File: config.mk
export PLATFORM = sky130hd
export DESIGN_NAME = usbf_ep_buf_upd
export DESIGN_NICKNAME = d
export VERILOG_FILES = /design/src/rtl/usbf_ep_buf_upd.sv
export SDC_FILE = /design/constraint.sdc
export NUM_CORES = 1
export LEC_CHECK = 0
export CORE_MARGIN = 5
export CORE_UTILIZATION = 49
export DETAILED_ROUTE_END_ITERATION = 6
export GPL_TIMING_DRIVEN = 0
export PLACE_DENSITY = 0.81
export SYNTH_ARGS = -nofsm -noshare
export SYNTH_HDL_FRONTEND = slang
export SYNTH_SLANG_ARGS = --single-unit
File: constraint.sdc
create_clock -name clk -period 4.01 [get_ports clk]
set_input_delay 0.802 -clock clk [delete_from_list [all_inputs] [get_ports clk]]
set_output_delay 0.802 -clock clk [all_outputs]
set_load 0.005 [all_outputs]
File: src/rtl/usbf_ep_buf_upd.sv
`default_nettype none
// ============================================================================
//  Module   : usbf_ep_buf_upd
//  Purpose  : Buffer-descriptor update engine. After each USB data transfer
//             it selects the endpoint register file, reads the buffer in use,
//             writes back the advanced pointer and remaining size, reloads
//             (buf0) or retires (buf1) exhausted buffers and raises the
//             matching interrupt strobes.
//  Ports    : clk, rst_n (async active-low)
//             upd_req/upd_ep/upd_bsel/upd_cnt/upd_crc_err/upd_tout : request
//             upd_ack/upd_nobuf/upd_ovr                            : completion
//             ep_sel/ep_match/csr/buf0/buf1/idin                   : RF side
//             buf0_set/buf1_set/buf0_rl                            : RF strobes
//             int_buf0_set/int_buf1_set/int_crc16_set/int_to_set   : interrupts
//  Params   : MATCH_TO - cycles to wait for ep_match before giving up (1..255)
//  Config   : USBF_UPD_ERRINT_EN - when defined, CRC16/timeout flags of the
//             transfer are forwarded as interrupt strobes.
//  Note     : csr is part of the RF interface but no csr field steers this
//             engine.
//  Revision : 1.0 - initial release
// ============================================================================
module usbf_ep_buf_upd #(
  parameter int MATCH_TO = 8
) (
  input  logic        clk,
  input  logic        rst_n,
  input  logic        upd_req,
  input  logic [3:0]  upd_ep,
  input  logic        upd_bsel,
  input  logic [13:0] upd_cnt,
  input  logic        upd_crc_err,
  input  logic        upd_tout,
  output logic        upd_ack,
  output logic        upd_nobuf,
  output logic        upd_ovr,
  output logic [3:0]  ep_sel,
  input  logic        ep_match,
  input  logic [31:0] csr,
  input  logic [31:0] buf0,
  input  logic [31:0] buf1,
  output logic [31:0] idin,
  output logic        buf0_set,
  output logic        buf1_set,
  output logic        buf0_rl,
  output logic        int_buf0_set,
  output logic        int_buf1_set,
  output logic        int_crc16_set,
  output logic        int_to_set
);

  localparam logic [7:0]  c_to_last = 8'(MATCH_TO - 1);
  localparam logic [31:0] c_buf_inv = 32'hffff_ffff;

  typedef enum logic [2:0] {
    S_IDLE = 3'd0,
    S_SEL  = 3'd1,
    S_CALC = 3'd2,
    S_WR   = 3'd3,
    S_DONE = 3'd4
  } state_t;

  state_t      r_state;
  logic        r_bsel;
  logic [13:0] r_cnt;
  logic [31:0] r_buf;
  logic [7:0]  r_to;
  logic        r_ovr;
  logic        r_crc;
  logic        r_tout;

  logic [13:0] w_size;
  logic [16:0] w_ptr;
  logic        w_ovr;
  logic [13:0] w_new_size;
  logic [16:0] w_new_ptr;
  logic        w_invalid;
  logic        w_crc_int;
  logic        w_to_int;

  // Descriptor arithmetic on the captured buffer word.
  assign w_size     = r_buf[30:17];
  assign w_ptr      = r_buf[16:0];
  assign w_ovr      = (r_cnt > w_size);
  assign w_new_size = w_ovr ? 14'd0 : (w_size - r_cnt);
  assign w_new_ptr  = w_ptr + {3'b000, r_cnt};   // wraps modulo 2^17
  assign w_invalid  = (r_buf == c_buf_inv);

`ifdef USBF_UPD_ERRINT_EN
  assign w_crc_int = r_crc;
  assign w_to_int  = r_tout;
`else
  assign w_crc_int = 1'b0;
  assign w_to_int  = 1'b0;
`endif

  always_ff @(posedge clk or negedge rst_n) begin
    if (!rst_n) begin
      r_state       <= S_IDLE;
      r_bsel        <= 1'b0;
      r_cnt         <= 14'd0;
      r_buf         <= 32'h0;
      r_to          <= 8'd0;
      r_ovr         <= 1'b0;
      r_crc         <= 1'b0;
      r_tout        <= 1'b0;
      ep_sel        <= 4'h0;
      idin          <= 32'h0;
      upd_ack       <= 1'b0;
      upd_nobuf     <= 1'b0;
      upd_ovr       <= 1'b0;
      buf0_set      <= 1'b0;
      buf1_set      <= 1'b0;
      buf0_rl       <= 1'b0;
      int_buf0_set  <= 1'b0;
      int_buf1_set  <= 1'b0;
      int_crc16_set <= 1'b0;
      int_to_set    <= 1'b0;
    end else begin
      // All strobes and completion flags are single-cycle pulses.
      upd_ack       <= 1'b0;
      upd_nobuf     <= 1'b0;
      upd_ovr       <= 1'b0;
      buf0_set      <= 1'b0;
      buf1_set      <= 1'b0;
      buf0_rl       <= 1'b0;
      int_buf0_set  <= 1'b0;
      int_buf1_set  <= 1'b0;
      int_crc16_set <= 1'b0;
      int_to_set    <= 1'b0;

      case (r_state)
        S_IDLE: begin
          if (upd_req) begin
            ep_sel  <= upd_ep;
            r_bsel  <= upd_bsel;
            r_cnt   <= upd_cnt;
`ifdef USBF_UPD_ERRINT_EN
            r_crc   <= upd_crc_err;
            r_tout  <= upd_tout;
`endif
            r_to    <= 8'd0;
            r_ovr   <= 1'b0;
            r_state <= S_SEL;
          end
        end

        S_SEL: begin
          if (ep_match) begin
            r_buf   <= r_bsel ? buf1 : buf0;
            r_state <= S_CALC;
          end else if (r_to == c_to_last) begin
            // No RF answered: dummy endpoint, finish without writing.
            upd_ack       <= 1'b1;
            upd_nobuf     <= 1'b1;
            int_crc16_set <= w_crc_int;
            int_to_set    <= w_to_int;
            r_state       <= S_DONE;
          end else begin
            r_to <= r_to + 8'd1;
          end
        end

        S_CALC: begin
          if (w_invalid) begin
            upd_ack       <= 1'b1;
            upd_nobuf     <= 1'b1;
            int_crc16_set <= w_crc_int;
            int_to_set    <= w_to_int;
            r_state       <= S_DONE;
          end else begin
            r_ovr         <= w_ovr;
            int_crc16_set <= w_crc_int;
            int_to_set    <= w_to_int;
            r_state       <= S_WR;
            if (w_new_size != 14'd0) begin
              buf0_set <= ~r_bsel;
              buf1_set <= r_bsel;
              idin     <= {1'b0, w_new_size, w_new_ptr};
            end else if (!r_bsel) begin
              // buf0 exhausted: RF restores its original descriptor.
              buf0_rl      <= 1'b1;
              int_buf0_set <= 1'b1;
              idin         <= {1'b0, 14'd0, w_new_ptr};
            end else begin
              // buf1 exhausted: retire it by marking it invalid.
              buf1_set     <= 1'b1;
              int_buf1_set <= 1'b1;
              idin         <= c_buf_inv;
            end
          end
        end

        S_WR: begin
          upd_ack <= 1'b1;
          upd_ovr <= r_ovr;
          r_state <= S_DONE;
        end

        S_DONE: begin
          r_state <= S_IDLE;
        end

        default: begin
          r_state <= S_IDLE;
        end
      endcase
    end
  end

endmodule
`default_nettype wire

Word level (Yosys, flattened, before mapping)
Index checks and enable logic that the tools add are counted.
{ "op_classes": {"addsub": 3, "bitwise_logic": 2, "n_eq_ne": 10, "n_mux": 36, "n_reduce_logical": 10, "order_cmp": 1} }
{ "ops": {"columns": ["op", "count"], "rows": [
  ["$mux 32", 3],
  ["$eq 32x32->1 const B", 1],
  ["$mux 8", 3],
  ["$mux 1", 20],
  ["$add 17x14->17", 1],
  ["$pmux 8 s2", 1],
  ["$gt 14x14->1", 1],
  ["$mux 14", 1],
  ["$reduce_bool 14->1", 1],
  ["$sub 14x14->14", 1],
  ["$mux 3", 4],
  ["$pmux 3 s4", 1],
  ["$add 8x1->8 const B", 1],
  ["$eq 8x3->1 const B", 1],
  ["$ne 2x2->1 const B", 4],
  ["$reduce_and 2->1", 4],
  ["$eq 3x2->1 const B", 2],
  ["$pmux 1 s2", 2],
  ["$reduce_and 4->1", 1],
  ["$reduce_bool 2->1", 2],
  ["$eq 3x1->1 const B", 1],
  ["$logic_not 3->1", 1],
  ["$ne 3x3->1 const B", 1],
  ["$pmux 1 s3", 1],
  ["2 further kinds", 3]
]} }
{ "word_totals": {"wordCells": 77, "output_inout_bits": 46, "regBits": 102} }

Logic depth before layout (Yosys ltp)
{ "logic_depth": {"word_depth": 6, "depth_mapped": 12} }

Worst setup path before layout
OpenSTA, ideal clock, no wires.
{ "synth_path": {"path_type": "register to register", "start": "register r_cnt[0]", "end": "register idin[19]", "arrival_time_ns": 2.683, "period_less_slack_ns": 2.809, "setup_slack_ns": 1.201, "required_ns": 3.884, "stages_incl_launch_ff": 12, "n_path_buf": 1, "path_cell_list": "dfrtp_1 > ha_1 > fa_1 > nand2b_1 > a21oi_2 > o21ai_1 > a21boi_0 > o211a_1 > nor2_1 > a31o_2 > buf_4 > a221o_1"} }
{ "synth_via": {"elab_chain_cells": 4, "word_cells_on_any_way": 5, "classes_between": "1 x add/sub; 1 x order compare; 2 x mux; 1 x reduce/logical"} }
{ "synth_lines": {"columns": ["element", "line", "rtl"], "rows": [
  ["from (decl)", "64", "logic [13:0] r_cnt;"],
  ["from (signal assigned)", "136", "r_cnt <= upd_cnt;"],
  ["$sub 14x14->14 or $gt 14x14->1 (tied branches)", "84, 83", null],
  ["$mux 14 (*)", "84", "assign w_new_size = w_ovr ? 14'd0 : (w_size - r_cnt);"],
  ["$reduce_bool 14->1", "175", "if (w_new_size != 14'd0) begin"],
  ["$mux 32 (*)", "175", null],
  ["to (signal assigned)", "178", "idin <= {1'b0, w_new_size, w_new_ptr};"],
  ["to (signal assigned)", "183", "idin <= {1'b0, 14'd0, w_new_ptr};"],
  ["to (signal assigned)", "188", "idin <= c_buf_inv;"],
  ["to (decl)", "41", "output logic [31:0] idin,"]
]} }
Every way passes the cells marked *; elsewhere a longest branch is shown, timed or not.
A chain may end at the register's enable or synchronous reset.

Worst setup path in the final report
{ "layout_path": {"start": "register r_buf[17]", "end": "register idin[21]"} }
{ "layout_via": {"elab_chain_cells": 4, "word_cells_on_any_way": 8, "classes_between": "1 x add/sub; 1 x order compare; 1 x eq/ne; 2 x mux; 1 x bitwise; 2 x reduce/logical"} }
{ "layout_lines": {"columns": ["element", "line", "rtl"], "rows": [
  ["from (decl)", "65", "logic [31:0] r_buf;"],
  ["from (signal assigned)", "149", "r_buf <= r_bsel ? buf1 : buf0;"],
  ["$sub 14x14->14 or $gt 14x14->1 (tied branches)", "84, 83", null],
  ["$mux 14", "84", null],
  ["$reduce_bool 14->1", "175", null],
  ["$mux 32", "175", null]
]} }
Parallel ways exist; a longest one is shown, timed or not.

==> impl_metrics.env <==
export IMPL_outcome="complete, no violations"
export IMPL_start_util_pct=49.90
export IMPL_synth_compound_area_share_pct=20.42
export IMPL_crit_chain="inv_1 > ha_1 > fa_1 > nand2b_1 > a21oi_2 > o21ai_1 > a21boi_0 > o211a_1 > nor2_1 > a31o_2 > buf_4 > a221oi_1"
export IMPL_cpMaxStageDelayCell="dfrtp_1"
export IMPL_clk_latency_ns=0.36
export IMPL_area_growth_pct=30.21
export IMPL_worst_ep_arrival_time_ns=3.60
export IMPL_synth_edf_count=0
export IMPL_initialDrtViolationCount=461
export IMPL_numCtsBuffers=9
export IMPL_routabilityCongestion=0.8775
export IMPL_cts_path_max_buffers=2
export IMPL_std_cell_rows=40
export IMPL_yosys_most_used_dff="dfrtp_1"
export IMPL_synth_simple_area_share_pct=16.49
export IMPL_worstSetupPathType="register to register"
export IMPL_ctsResizeCount=0
export IMPL_synth_mux_area_share_pct=6.994
export IMPL_grt_max_degree=58
export IMPL_drive_above_1_share_pct=7.465
export IMPL_grt_pass1_vias=5515
export IMPL_via_per_inst=5.956
export IMPL_fin_crit_ns=3.374
export IMPL_startpoint="r_buf[17]"
export IMPL_die_x_um=120.6
export IMPL_tns_ns=0
export IMPL_cts_tree="built"
export IMPL_nets=926
export IMPL_wl_um=17490
export IMPL_worst_r2r_path_depth=12
export IMPL_crit_path_end_kind="register"
export IMPL_drtPass1Iterations=7
export IMPL_dp_cells=910
export IMPL_vias=5503
export IMPL_dieArea_um2=14540
export IMPL_utilization_pct=64.97
export IMPL_avgSynthCellArea_um2=9.498
export IMPL_synth_fa_ha_area_share_pct=6.722
export IMPL_cts_max_level=3
export IMPL_irDropWorstVdd_v=0.0003575
export IMPL_rsz0062_at_grt="false"
export IMPL_ant_nets=0
export IMPL_cts_sinks=102
export IMPL_synth_area_leaders="dfrtp_1 43%, ha_1 6.1%, mux2i_1 5.7%"
export IMPL_synthCells=631
export IMPL_setup_viol=0
export IMPL_grt_pass1_wl_um=28230
export IMPL_dieHeight_um=120.6
export IMPL_ios=167
export IMPL_ys_top_cells_by_count="102 x dfrtp_1, 79 x nor2_1, 59 x a21oi_1"
export IMPL_root_buffer="clkbuf_16"
export IMPL_worst_pin_slew_ns=0.9019
export IMPL_rr_startpoint="r_buf[17]"
export IMPL_critPathBufInv=2
export IMPL_r2r_end="idin[21]"
export IMPL_total_power_uw=7589
export IMPL_grt_remaining_overflow=0
export IMPL_crit_end="idin[21]"
export IMPL_critPathMaxFanout=9
export IMPL_slew_headroom_pct=39.87
export IMPL_postCtsSetupBuffers=0
export IMPL_fin_skew_ns=0.01105
export IMPL_ys_seq_area_share_pct=42.59
export IMPL_required_ns=4.24
export IMPL_hpwl_um=13720
export IMPL_critical_path_depth=12
export IMPL_post_synth_instance_area_um2=5993
export IMPL_synth_xor_area_share_pct=2.777
export IMPL_core_area_um2=12010
export IMPL_fin_cells=924
export IMPL_route_detailed_drc=0
export IMPL_num_antenna_cells=0
export IMPL_clk_pin_slew_ns=0.07
export IMPL_crit_path_start_kind="register"
export IMPL_antenna_found_initial=0
export IMPL_synth_top_area_cell="dfrtp_1"
export IMPL_synth_top_area_share_pct=42.59
export IMPL_port_buffers=130
export IMPL_rrSetupSlack_ns=0.64
export IMPL_min_period_over_period_pct=84.14
export IMPL_fmax_ghz=0.2964
export IMPL_hold_viol=0
export IMPL_holdBufCountCts=0
export IMPL_wl_per_cell_um=18.93
export IMPL_leakage_uw=0.003337
export IMPL_power_density_nw_per_um2=972.5
export IMPL_async_flop_share_pct=100.0
export IMPL_synth_seq_cells=102
export IMPL_synth_warnings=0
export IMPL_critPathTopFamily="compound AO/OA/AOI/OAI gates"
export IMPL_synth_cell_types=67
export IMPL_synth_top_family_by_area="compound AO/OA/AOI/OAI gates"
export IMPL_critPathMaxStageDelay_ns=0.42
export IMPL_drv_slew=0
export IMPL_yosysMostFrequentCell="dfrtp_1"
export IMPL_hp_class="primary input to async pin"
export IMPL_drv_cap=0
export IMPL_track_usage_pct=24.63
power by group:
part	internal, uW	switching, uW
Combinational	2070	2740
Sequential	1490	393
Clock	512	375
Total	4080	3510
cell type report:
type | instances | area, um^2
clock buffer | 11 | 252.7
tap | 147 | 183.9
multi-input combinational | 475 | 3208
sequential | 102 | 2552
fill | 1007 | 4208
inverter | 23 | 86.33
clock inverter | 3 | 43.79
buffer | 32 | 150.1
timing repair buffer | 131 | 1326
layer usage:
metal  up-vias  routed length, um  track usage (%)  share of wire [%]
li1       2568                  -                -                  -
met1      2653               7492            33.02                 43
met2       249               8220            39.29                 47
met3        33               1381            6.408                7.9
met4         0                398            7.649                2.3
met5         -                  0                0                  0
state kept, by name, indices dropped and copies added, names as in the netlist:
register and flops:
buf1_set 1, r_bsel 1, r_buf 32, r_state 3, ep_sel 4, buf0_set 1
idin 32, int_buf1_set 1, int_buf0_set 1, r_ovr 1, upd_ack 1, r_cnt 14
upd_nobuf 1, upd_ovr 1, r_to 8
worst min-delay path by stage:
stage	start	end	cells past startpoint
4_1_cts	rst_n	r_bsel	1
6_report	rst_n	r_bsel	1
5_1_grt	rst_n	r_bsel	1
3_5_place_dp	idin[10]	idin[10]	2
2_1_floorplan	r_ovr	r_ovr	2
3_3_place_gp	idin[31]	idin[31]	2
worst reg2reg max path, delay by kind of cell, from the launching register on:
| kind | cells | cell delay [ns] |
|---|---|---|
| buffers and inverters | 2 | 0.26 |
| AOI/OAI and AO/OA | 6 | 1.64 |
| DFF | 1 | 0.42 |
| adders and majority gates | 2 | 0.61 |
| and+or+nand+nor | 2 | 0.32 |
per-stage QoR:
step	setup slack [ns]	hold slack, ns	cell area (um^2)
5_1_grt	0.5371	0.4950	7804
6_report	0.6360	0.4511	7804
4_1_cts	0.7422	0.4672	7804
3_3_place_gp	-1.486	0.4723	7482
3_5_place_dp	0.7871	0.4838	7507
2_1_floorplan	1.201	0.4699	5997
cell usage in the layout (no fill, tap or decap), drive strengths merged, types with 4 or more instances in the layout:
| cell type | n |
|---|---|
| a221oi | 7 |
| a21oi | 60 |
| o221ai | 12 |
| nand4 | 13 |
| inv | 24 |
| and3 | 4 |
| o22ai | 11 |
| nor4 | 6 |
| nand3 | 5 |
| mux2 | 7 |
| o21a | 11 |
| nor3 | 13 |
| o21ai | 38 |
| or3 | 7 |
| buf | 12 |
| clkbuf | 33 |
| ha | 29 |
| nand2b | 7 |
| a21o | 6 |
| and2 | 4 |
| nand2 | 45 |
| dfrtp | 102 |
| mux2i | 34 |
| a311oi | 4 |
| xnor2 | 8 |
| nor2 | 82 |
| xor2 | 11 |
| a31oi | 4 |
| or2 | 6 |
| o211ai | 4 |
| clkdlybuf4s50 | 129 |
| nor2b | 6 |
cell families after synthesis:
group / Yosys count
fa+ha+maj: 31
flops: 102
compound gates: 177
mux: 41
other cells: 1
xor+xnor: 19
simple gates: 205
buf+inv: 55
Power figures use the tool's default switching activity.
